### config.mk
export PLATFORM = sky130hd
export DESIGN_NAME = turn_scheduler_flat
export DESIGN_NICKNAME = d
export VERILOG_FILES = /design/src/rtl/turn_scheduler_if.sv /design/src/rtl/turn_scheduler.sv /design/src/flat_wrapper.sv
export SDC_FILE = /design/constraint.sdc
export NUM_CORES = 1
export LEC_CHECK = 0
export CORE_ASPECT_RATIO = 0.75
export CORE_MARGIN = 2
export CORE_UTILIZATION = 49
export DETAILED_ROUTE_END_ITERATION = 10
export PLACE_DENSITY_LB_ADDON = 0.3
export SYNTH_ARGS = -nofsm -noshare
export SYNTH_HDL_FRONTEND = slang
export SYNTH_SLANG_ARGS = --single-unit
### constraint.sdc
create_clock -name btnClk -period 3.1 [get_ports btnClk]
set_input_delay 0.31 -clock btnClk [delete_from_list [all_inputs] [get_ports btnClk]]
set_output_delay 0.31 -clock btnClk [all_outputs]
set_load 0.01 [all_outputs]
### src/rtl/turn_scheduler_if.sv
// Board-side bundle between the button/player logic and turn_scheduler.
// master drives buttons, start and death pulses; slave is the scheduler.
interface turn_scheduler_if;
  logic       start;
  logic [3:0] btns;
  logic [1:0] player_dead;
  logic [3:0] btns_p0;
  logic [3:0] btns_p1;
  logic [1:0] playerDisable;
  logic [1:0] respawn;
  logic       active;
  logic [1:0] lives0;
  logic [1:0] lives1;
  logic [1:0] state;
  logic       game_over;
  logic       winner;
  logic       draw;

  modport master (
    output start, btns, player_dead,
    input  btns_p0, btns_p1, playerDisable, respawn,
    input  active, lives0, lives1, state,
    input  game_over, winner, draw
  );

  modport slave (
    input  start, btns, player_dead,
    output btns_p0, btns_p1, playerDisable, respawn,
    output active, lives0, lives1, state,
    output game_over, winner, draw
  );
endinterface

### src/rtl/turn_scheduler.sv
// Two-player turn sequencer: game state, button routing, lives, winner.
// Define TURN_TIMEOUT_EN to force a hand-over after TURN_TICKS cycles.
module turn_scheduler #(
  parameter int TURN_TICKS    = 16,
  parameter int RESPAWN_TICKS = 8,
  parameter int LIVES         = 3
) (
  input logic             btnClk,
  input logic             rst,
  turn_scheduler_if.slave bus
);

  typedef enum logic [1:0] {
    IDLE    = 2'd0,
    PLAY    = 2'd1,
    RESPAWN = 2'd2,
    OVER    = 2'd3
  } state_t;

  localparam int MAX_TICKS =
    (TURN_TICKS > RESPAWN_TICKS) ? TURN_TICKS : RESPAWN_TICKS;
  localparam int CW = $clog2(MAX_TICKS) + 1;

  localparam logic [CW-1:0] RSP_LAST   = CW'(RESPAWN_TICKS - 1);
  localparam logic [1:0]    LIVES_INIT = 2'(LIVES);

  state_t        state_q, state_d;
  logic          active_q, active_d;
  logic [1:0]    lives0_q, lives0_d;
  logic [1:0]    lives1_q, lives1_d;
  logic [1:0]    dis_q, dis_d;
  logic [1:0]    rsp_q, rsp_d;
  logic          go_q, go_d;
  logic          win_q, win_d;
  logic          draw_q, draw_d;
  logic [1:0]    dead_q, dead_d;
  logic [CW-1:0] rsp_cnt_q, rsp_cnt_d;

  logic          move;
  logic          timeout;
  logic [1:0]    nl0, nl1;
  logic          both_out, one_out;

`ifdef TURN_TIMEOUT_EN
  localparam logic [CW-1:0] TURN_LAST = CW'(TURN_TICKS - 1);

  logic [CW-1:0] turn_cnt_q, turn_cnt_d;

  assign timeout = (turn_cnt_q == TURN_LAST);

  // turn timer runs only while the same player keeps the turn in PLAY
  always_comb begin
    turn_cnt_d = '0;
    if (state_q == PLAY && state_d == PLAY && active_d == active_q)
      turn_cnt_d = turn_cnt_q + 1'b1;
  end

  // turn timer register
  always_ff @(posedge btnClk or posedge rst) begin
    if (rst) turn_cnt_q <= '0;
    else     turn_cnt_q <= turn_cnt_d;
  end
`else
  assign timeout = 1'b0;
`endif

  // only single-direction presses count as a move
  always_comb begin
    move = 1'b0;
    unique case (bus.btns)
      4'h8, 4'h4, 4'h2, 4'h1: move = 1'b1;
      default:                move = 1'b0;
    endcase
  end

  // lives after this edge's death pulses, saturating at zero
  always_comb begin
    nl0 = lives0_q;
    nl1 = lives1_q;
    if (bus.player_dead[0] && lives0_q != 2'd0)
      nl0 = lives0_q - 2'd1;
    if (bus.player_dead[1] && lives1_q != 2'd0)
      nl1 = lives1_q - 2'd1;
    both_out = (nl0 == 2'd0) && (nl1 == 2'd0);
    one_out  = (nl0 == 2'd0) ^ (nl1 == 2'd0);
  end

  // next-state and registered-output decode
  always_comb begin
    state_d   = state_q;
    active_d  = active_q;
    lives0_d  = lives0_q;
    lives1_d  = lives1_q;
    rsp_d     = 2'b00;
    win_d     = win_q;
    draw_d    = draw_q;
    dead_d    = dead_q;
    rsp_cnt_d = rsp_cnt_q;

    unique case (state_q)
      IDLE, OVER: begin
        if (bus.start) begin
          state_d  = PLAY;
          active_d = 1'b0;
          lives0_d = LIVES_INIT;
          lives1_d = LIVES_INIT;
          win_d    = 1'b0;
          draw_d   = 1'b0;
        end
      end
      PLAY: begin
        if (|bus.player_dead) begin
          lives0_d = nl0;
          lives1_d = nl1;
          unique case (1'b1)
            both_out: begin
              state_d = OVER;
              draw_d  = 1'b1;
              win_d   = 1'b0;
            end
            one_out: begin
              state_d = OVER;
              draw_d  = 1'b0;
              win_d   = (nl0 == 2'd0);
            end
            default: begin
              state_d   = RESPAWN;
              rsp_cnt_d = '0;
              rsp_d     = bus.player_dead;
              dead_d    = bus.player_dead;
            end
          endcase
        end else if (move || timeout) begin
          active_d = ~active_q;
        end
      end
      RESPAWN: begin
        if (rsp_cnt_q == RSP_LAST) begin
          state_d  = PLAY;
          active_d = (dead_q == 2'b10);
        end else begin
          rsp_cnt_d = rsp_cnt_q + 1'b1;
        end
      end
    endcase

    go_d  = (state_d == OVER);
    dis_d = 2'b11;
    if (state_d == PLAY)
      dis_d = active_d ? 2'b01 : 2'b10;
  end

  // state and output registers
  always_ff @(posedge btnClk or posedge rst) begin
    if (rst) begin
      state_q   <= IDLE;
      active_q  <= 1'b0;
      lives0_q  <= 2'd0;
      lives1_q  <= 2'd0;
      dis_q     <= 2'b11;
      rsp_q     <= 2'b00;
      go_q      <= 1'b0;
      win_q     <= 1'b0;
      draw_q    <= 1'b0;
      dead_q    <= 2'b00;
      rsp_cnt_q <= '0;
    end else begin
      state_q   <= state_d;
      active_q  <= active_d;
      lives0_q  <= lives0_d;
      lives1_q  <= lives1_d;
      dis_q     <= dis_d;
      rsp_q     <= rsp_d;
      go_q      <= go_d;
      win_q     <= win_d;
      draw_q    <= draw_d;
      dead_q    <= dead_d;
      rsp_cnt_q <= rsp_cnt_d;
    end
  end

  assign bus.btns_p0 =
    (state_q == PLAY && !active_q) ? bus.btns : 4'h0;
  assign bus.btns_p1 =
    (state_q == PLAY && active_q) ? bus.btns : 4'h0;

  assign bus.playerDisable = dis_q;
  assign bus.respawn       = rsp_q;
  assign bus.active        = active_q;
  assign bus.lives0        = lives0_q;
  assign bus.lives1        = lives1_q;
  assign bus.state         = state_q;
  assign bus.game_over     = go_q;
  assign bus.winner        = win_q;
  assign bus.draw          = draw_q;

endmodule

### src/flat_wrapper.sv
// flat-port wrapper written by rule: the top's interface ports become plain ports
module turn_scheduler_flat 
#(
  parameter int TURN_TICKS    = 16,
  parameter int RESPAWN_TICKS = 8,
  parameter int LIVES         = 3
)
  (btnClk, rst, bus_start, bus_btns, bus_player_dead, bus_btns_p0, bus_btns_p1, bus_playerDisable, bus_respawn, bus_active, bus_lives0, bus_lives1, bus_state, bus_game_over, bus_winner, bus_draw);
  turn_scheduler_if bus_i ();
  input logic btnClk;
  input logic rst;
  input wire logic [$bits(bus_i.start)-1:0] bus_start;
  input wire logic [$bits(bus_i.btns)-1:0] bus_btns;
  input wire logic [$bits(bus_i.player_dead)-1:0] bus_player_dead;
  output wire logic [$bits(bus_i.btns_p0)-1:0] bus_btns_p0;
  output wire logic [$bits(bus_i.btns_p1)-1:0] bus_btns_p1;
  output wire logic [$bits(bus_i.playerDisable)-1:0] bus_playerDisable;
  output wire logic [$bits(bus_i.respawn)-1:0] bus_respawn;
  output wire logic [$bits(bus_i.active)-1:0] bus_active;
  output wire logic [$bits(bus_i.lives0)-1:0] bus_lives0;
  output wire logic [$bits(bus_i.lives1)-1:0] bus_lives1;
  output wire logic [$bits(bus_i.state)-1:0] bus_state;
  output wire logic [$bits(bus_i.game_over)-1:0] bus_game_over;
  output wire logic [$bits(bus_i.winner)-1:0] bus_winner;
  output wire logic [$bits(bus_i.draw)-1:0] bus_draw;
  assign bus_i.start = bus_start;
  assign bus_i.btns = bus_btns;
  assign bus_i.player_dead = bus_player_dead;
  assign bus_btns_p0 = bus_i.btns_p0;
  assign bus_btns_p1 = bus_i.btns_p1;
  assign bus_playerDisable = bus_i.playerDisable;
  assign bus_respawn = bus_i.respawn;
  assign bus_active = bus_i.active;
  assign bus_lives0 = bus_i.lives0;
  assign bus_lives1 = bus_i.lives1;
  assign bus_state = bus_i.state;
  assign bus_game_over = bus_i.game_over;
  assign bus_winner = bus_i.winner;
  assign bus_draw = bus_i.draw;
  turn_scheduler #(.TURN_TICKS(TURN_TICKS), .RESPAWN_TICKS(RESPAWN_TICKS), .LIVES(LIVES)) u_core (.btnClk(btnClk), .rst(rst), .bus(bus_i));
endmodule
==> results.md <==
* Worst Path Buf+Inv at 2
* Status: complete, no violations
* Post-CTS sizing at 0
* Ys Warns at 0
* Via count at 1220
* Final Hold Viols at 0
* Synth Flop Type: dfrtp_1
* CP arrival at 2320 ps
* Syn avg cell area at 8.91 sq um
* FP Rows at 16
* Clock net sink count at 21
* Biggest area consumer among synthesized cells: dfrtp_1
* Final hold slack at 456 ps
* Vias/cell at 5.60
* Layout cells sized above 1 at 0.0879
* Area share of the largest cell type after synthesis at 0.353
* Clk Latency, worst-skew pair at 300 ps
* Post-synthesis sequential area ratio at 0.393
* VDD IR max at 525 uV
* Global-route wire length before repair at 5.33 mm
* Post-route cell area at 0.00170 sq mm
* DR WL/cell at ~15 um
* GRT overflow at 0
* Pwr per Cell Area at 841 mW/mm^2
* WS Path Type: flip-flop to output port
* Final Setup Violations at 0
* CP required at 2790 ps
* Reg clk slew, reported paths at roughly 110 ps
* Post-synth ARST share at 1.00
* Die Span X at about 64 um
* Initial antenna violation count at 0
* Setup TNS at 0 ps
* R2r worst-path depth at 12
* Synth Instances at 151
* CTS Buf Count at 3
* Setup Skew at between 1.5 and 2 ps
* Crit start category: flip-flop
* CP endpoint kind: output port
* # port buffers at 30
* Fmax at 380 MHz
* HP Class: input pin to asynchronous set/reset pin
* Syn nets at 168
* Drt drc at 0
* CP Cell Sequence: inv_1, ha_1, and3_1, clkdlybuf4s50_1
* Top delay family on crit path: buffers and inverters
* Cts-stage hold buffer count at 0
* Core Region at 0.00260 sq mm
* Total Routing Usage GR at 0.212
* Nets at 200
* Worst R2R End: u_core.bus.playerDisable[1]
* Crit-path max FO at 22
* Overall power at 1430 uW
* Post-Place Cell Area at approximately 0.0017 sq mm
* Synth area leaders: dfrtp_1, ha_1, nand2_1
* Commonest cells after routing, fill and taps aside: clkdlybuf4s50_1, nand2_1, dfrtp_1
* Worst R2R Start: u_core.bus.lives1[0]
* DRT antenna net count at 0
* DRT Wirelength at about 3.2 mm
* Final worst path period need at 2630 ps
* Clock buffer depth at 2
* Pleak at ~0.0008 uW
* Vias in the first global route at 1196
* RSZ-0062 raised after global routing: no
* DR pass1 iterations at 4
* I/O pins at 31
* Worst-margin pin slew at 806 ps
* Initial Utilization at 0.517
* Die area at 0.00318 sq mm
* Crit path largest cell delay at 610 ps
* Root buffer cell: clkbuf_4
* N_diodes at 0
* Most common cell after layout, fill and taps aside: clkdlybuf4s50_1
* GPL Wtd Cong at 0.860
* R2r setup slk at 550 ps
* Placed wire-length estimate at 2.38 mm
* Slew Viols, Final at 0
* Slew headroom at 0.462
* Post-CTS Setup Bufs at 0
* Chip height at just under 50 um
* Post-synthesis register bit count at 21
* Tcrit/Tclk final at 0.848
* # H-tree levels at 1
* Area grow syn2layout at 26.7%
* CTS tree: done
* Pin count of the biggest net entering global routing at 23
* Synth Cell Area at around 0.0013 sq mm
* EDFF count, synth at 0
* Count of different cell masters after synthesis at 43
* Violation count after the first detailed-route iteration at 97
* Crit-path slowest cell: ha_1
* Max cap viols at 0
[area by class of cell]
cell class	instances	area (sq um)
Fill cell	220	898
Timing Repair Buffer	30	300
Clock buffer	4	26.3
Tap cell	36	45.0
Inverter	17	63.8
Multi-Input combinational cell	110	741
Sequential cell	21	528
[cells in the mapped netlist, types with 2 or more instances]
master and number:
a21oi_1 5, a31oi_1 2, and3_1 8, clkbuf_1 2, dfrtp_1 19, dfstp_2 2, ha_1 8, inv_1 17
mux2_2 2, mux2i_1 2, nand2_1 20, nand3_1 6, nor2_1 8, nor2b_1 3, nor3_1 3, o21a_1 4
o21ai_0 8, o22a_1 2, o311ai_1 2, o31ai_1 4, or2b_2 2
[routing by layer]
metal | global-route usage | wire, um
met1 | 0.255 | 1360
met2 | 0.380 | 1540
met3 | 0.0670 | 273
met4 | 0.0319 | 0
met5 | 0 | 0
[power by group]
part | switching, uW | internal (uW)
combinational | 453 | 413
clock | 81.2 | 50.2
sequential | 68.7 | 367
total | 603 | 831
[worst max path at each step]
stage	from	to	slack [ps]	depth (start not counted)
3_3_place_gp	bus_player_dead[1]	u_core.bus.draw	480	9
5_1_grt	u_core.bus.state[1]	bus_btns_p1[3]	330	4
4_1_cts	u_core.bus.state[1]	bus_btns_p1[3]	470	4
6_report	u_core.bus.state[1]	bus_btns_p1[3]	470	4
3_5_place_dp	bus_player_dead[1]	u_core.rsp_cnt_q[3]	340	9
2_1_floorplan	u_core.bus.lives1[0]	u_core.bus.draw	830	10
[state kept, by name (all words and copies together) (netlist names)]
name / flops
u_core.rsp_cnt_q: 5
u_core.bus.lives0: 2
u_core.bus.lives1: 2
u_core.bus.playerDisable: 2
u_core.bus.respawn: 2
u_core.bus.state: 2
u_core.dead_q: 2
u_core.bus.active: 1
u_core.bus.draw: 1
u_core.bus.game_over: 1
u_core.bus.winner: 1
[kinds of logic (layout without fill, tap and decap cells)]
group / count (synthesis) / after routing / share of synthesized area
buffers and inverters: 20 / 51 / 0.0567
adders and majority gates: 8 / 8 / 0.0744
AOI/OAI and AO/OA: 36 / 36 / 0.188
DFF: 21 / 21 / 0.393
xor gates and xnor gates: 1 / 1 / 0.00651
and+or+nand+nor: 61 / 61 / 0.250
muxes: 4 / 4 / 0.0316
[stage by stage]
step | instances | utilization | worst slack (ps)
after floorplan | 151 | - | 827
after global placement | 214 | 0.645 | 481
after detailed placement | 214 | 0.645 | 342
after CTS | 218 | 0.655 | 471
after global routing | 218 | 0.655 | 331
final | 218 | 0.655 | 471
(Power assumes the default switching activity.)
